--- src/rtl/fetch_unit.sv ---
// fetch_unit: instruction-fetch front end owning the pc, with stall hold,
// redirect squash and out-of-range halt.
module fetch_unit #(
   parameter logic [31:0] RESET_PC = 32'd0,
   parameter logic [31:0] PC_LIMIT = 32'd127
) (
   input  logic        clk,
   input  logic        rst_n,
   input  logic        stall,
   input  logic        br_taken,
   input  logic        jump,
   input  logic [31:0] br_base,
   input  logic [15:0] br_offset,
   input  logic [25:0] jump_target,
   output logic [31:0] pc,
   output logic [31:0] inst_pc,
   output logic        inst_valid,
   output logic        fetch_err,
   output logic [31:0] fetch_count
);
   typedef enum logic [1:0] {BOOT, RUN, HALT} state_t;
   state_t state;
   logic [31:0] fetch_pc, target;
   logic redirect, accept;
   assign redirect = jump | br_taken;
   assign target = jump ? {br_base[31:26], jump_target} : br_base + {{16{br_offset[15]}}, br_offset};
   // Re-presenting inst_pc on stall makes the memory re-latch the held word.
   assign pc = (stall && !redirect) ? inst_pc : fetch_pc;
   assign accept = inst_valid && !stall && !redirect;
   always_ff @(posedge clk or negedge rst_n)
      if (!rst_n) begin
         state       <= BOOT;
         fetch_pc    <= RESET_PC;
         inst_pc     <= 32'd0;
         inst_valid  <= 1'b0;
         fetch_err   <= 1'b0;
         fetch_count <= 32'd0;
      end else begin
         if (accept) fetch_count <= fetch_count + 32'd1;
         case (state)
            BOOT: begin
               fetch_pc   <= RESET_PC + 32'd1;
               inst_pc    <= RESET_PC;
               inst_valid <= 1'b1;
               state      <= RUN;
            end
            RUN:
               if (redirect) begin
                  inst_valid <= 1'b0;
                  if (target <= PC_LIMIT) fetch_pc <= target;
                  else begin
                     state     <= HALT;
                     fetch_err <= 1'b1;
                  end
               end else if (!stall) begin
                  if (fetch_pc > PC_LIMIT) begin
                     state      <= HALT;
                     fetch_err  <= 1'b1;
                     inst_valid <= 1'b0;
                  end else begin
                     inst_pc    <= fetch_pc;
                     inst_valid <= 1'b1;
                     fetch_pc   <= fetch_pc + 32'd1;
                  end
               end
            default: inst_valid <= 1'b0;
         endcase
      end
endmodule

--- config.mk ---
export PLATFORM = sky130hd
export DESIGN_NAME = fetch_unit
export DESIGN_NICKNAME = d
export VERILOG_FILES = /design/src/rtl/fetch_unit.sv
export SDC_FILE = /design/constraint.sdc
export NUM_CORES = 1
export LEC_CHECK = 0
export CORE_ASPECT_RATIO = 1.2
export CORE_MARGIN = 5
export CORE_UTILIZATION = 44
export DETAILED_ROUTE_END_ITERATION = 16
export GPL_TIMING_DRIVEN = 0
export PLACE_DENSITY = 0.76
export SKIP_LAST_GASP = 1
export SLEW_MARGIN = 5
export SYNTH_ARGS = -nofsm -noshare
export SYNTH_HDL_FRONTEND = slang
export SYNTH_SLANG_ARGS = --single-unit
--- constraint.sdc ---
create_clock -name clk -period 2.85 [get_ports clk]
set_clock_uncertainty 0.05 [all_clocks]
set_input_delay 0.57 -clock clk [delete_from_list [all_inputs] [get_ports clk]]
set_output_delay 0.57 -clock clk [all_outputs]
set_load 0.01 [all_outputs]
==> impl_metrics.toml <==
[run_status]
status = "finished with violations"
violations = "setup timing"

[logic_synthesis]
ys.warnings.count = 0
yosys.area_share.adder = 0.0676
avgSynthCellArea_um2 = 9.68
yosys.area.top_type = "dfrtp_1"
synth.top_cell.area_share = 0.390
synth_edf_count = 0
synthesis.nets = 775
synth_cell_types = 71
yosysSeqAreaShare = 0.390
synth_ff_type = "dfrtp_1"
synth_area_leaders = "dfrtp_1 (39%), ha_1 (6.4%), xnor2_1 (5.7%)"
netlist_area_mm2 = 0.00641
synth_compound_area_frac = 0.166
synth_top_family_by_area = "simple AND/OR/NAND/NOR gates"
ys_seq_elements = 100
synthSimpleGateAreaFrac = 0.203
synth-async-reset-ratio = 1.00
syn_inst = 662
synthTopCellsByCount = "dfrtp_1 (100), nand2_1 (58), nor2_1 (43)"
yosysMostFrequentCell = "dfrtp_1"
synth_mux_area_frac = 0.0611
synth-xor-area-share = 0.0875

[flow_run]
timing.max_cap.violations = 0

[cells_and_area]
instances_no_fill = 1093
antenna_cells = 0
finalCoreUtilization = 0.694
fill_cells = 1036
layout-drive-gt1-share = 0.261
syn2layout_area_growth_pct = 55.5
multi_input_area_mm2 = 0.00441
nets = 1026
seqCellArea_mm2 = 0.00250

[global_route]
grt_first_pass_wirelength_mm = 30.0
antenna_found_initial = 1
grt_max_degree = 64
grt_pass1_vias = 6074
grt_usage = 0.217
overflow = 0

[timing]
fin_crit_ps = 3640
fin_setup_tns_ps = -25560
final-hold-violation-count = 0
finalCritPeriodShare = 1.28
max_freq_mhz = 274
worst_slack_ps = -795
setup_viol = 45
rsz0062_at_grt = "yes"
worstMarginPinSlew_ps = 513
finalMaxSlewViolations = 0
slew_headroom = 0.656

[floorplan]
start_util = 0.446
ios = 177
die_y_um = 142
dieArea_mm2 = 0.0171
core_area_mm2 = 0.0144
die_w_um = 120
num_rows = 48

[placement]
post-place-ws_ps = -2550
placedCellCount = 1013
portBuffers = 175
gp_congestion = 0.888
post-dp-hpwl_mm = 13.8

[detailed_routing]
wl_mm = 20.3
vias = 6241
drc_errors = 0
viasPerCell = 5.71
post_drt_wl_per_cell_um = 18.6
drtIter0Drc = 458
drt_pass1_iterations = 5
ant_nets = 0

[clock_tree]
cts-htree-levels = 3
root_buffer = "clkbuf_16"
cts_buffer_depth = 2
cts_tree = "built"
clock_sinks = 100
hold_buffers = 0
clock_latency_ps = 340
cts_made_buffers = 9
clkTransAtPathRegs_ps = 70

[power_and_ir_drop]
vdd_drop_max_mv = 0.258
power.density_mw_per_mm2 = 389
p_leak_nw = 4.79

[worst_setup_path]
endpoint_kind = "flop"
crit_type = "in -> reg"
cp-start-kind = "primary input"
cp_data_arrival_time_ps = 3800
cp_data_required_time_ps = 3000
critPathMaxFanout = 5

[worst_hold_path]
hold_class = "in -> async"
## cells in the final DEF, fill, tap and decap left out, types with 5 or more instances in the layout
cell type,n
nand3_1,15
nor2b_4,6
buf_4,63
clkbuf_16,11
dlygate4sd2_1,14
mux2_2,29
nand2_1,52
inv_1,10
and2_1,28
a211oi_1,5
a22o_1,7
dlymetal6s2s_1,36
clkdlybuf4s50_1,97
o21ai_0,25
xor2_1,22
o211ai_1,5
nor2_1,41
o21ai_1,5
dfrtp_1,100
a21oi_1,30
nor4_1,15
a21o_1,10
and3_1,5
nor2b_1,23
nand2b_1,7
buf_2,7
ha_4,23
nor3_1,8
ha_1,7
xnor2_1,42
nand4_1,19
clkbuf_2,13
clkbuf_1,8
buf_6,11
## cell families after synthesis
| group | Yosys count |
|---|---|
| and+or+nand+nor | 249 |
| AOI/OAI and AO/OA | 146 |
| DFF | 100 |
| xor gates and xnor gates | 64 |
| muxes | 35 |
| buffers and inverters | 34 |
| adders and majority gates | 34 |
## layer usage
layer / up-vias / routed length, µm / global-route usage
li1: 2896 / - / -
met1: 3017 / 8020 / 0.256
met2: 268 / 10400 / 0.387
met3: 58 / 1210 / 0.0310
met4: 2 / 700 / 0.104
met5: - / 7 / 0
## area by class of cell
type	count	share of cell area
repair buffers	247	0.238
clock inverters	7	0.00791
inverters	11	0.00414
flip-flops and latches	100	0.251
plain buffers	16	0.0121
well taps	175	0.0220
multi-input cells	528	0.442
clock buffers	9	0.0226
## final timing paths
check                          startpoint              end  slack, ps  cells after the start
hold reg to reg                 fetch_err        fetch_err        420                      1
hold / removal                      rst_n  fetch_count[26]        140                      1
setup / recovery               br_base[5]      fetch_pc[3]       -790                     15
max in group asynchronous           rst_n      inst_pc[15]       1930                      2
setup reg to reg           fetch_count[6]  fetch_count[30]        300                      9
min in group clk                fetch_err        fetch_err        420                      1
## critical path, stage by stage
cell           delay (ps)
dlygate4sd2_1         270
ha_4                  290
nand2_2                90
or4_1                 550
o22ai_2               160
o22ai_4               110
o21a_4                230
o21bai_1              190
xor2_1                140
o41ai_4               420
nand3_2               160
o31ai_4               250
buf_6                 160
buf_8                 130
o22ai_2                80
## power breakdown
part	total (mW)	internal, mW	switching (mW)
Clock	1.25	0.694	0.554
Sequential	1.48	1.44	0.0395
Combinational	1.14	0.562	0.578
## state kept, by name, summed over array words and instances (netlist names)
register / cells
fetch_count: 32
fetch_err: 1
fetch_pc: 32
inst_pc: 32
state: 2
inst_valid: 1
## stage by stage
stage | hold WS, ps | power [mW] | cell area (µm²)
6_report | 141 | 3.87 | 9960
2_1_floorplan | 224 | 2.04 | 6490
3_5_place_dp | 407 | 2.36 | 8480
3_3_place_gp | 404 | 2.35 | 8460
4_1_cts | 148 | 3.75 | 9410
5_1_grt | 172 | 4.04 | 9960
## what timing repair did
| item | CTS | global route |
|---|---|---|
| endpoints found under the setup margin | 76 | 81 |
| pin swaps | 56 | 45 |
| resized for setup | 148 | 132 |
| setup buffers | 39 | 28 |
| gates cloned | 1 | 3 |
Note: power is estimated with default switching activity, not from simulation.
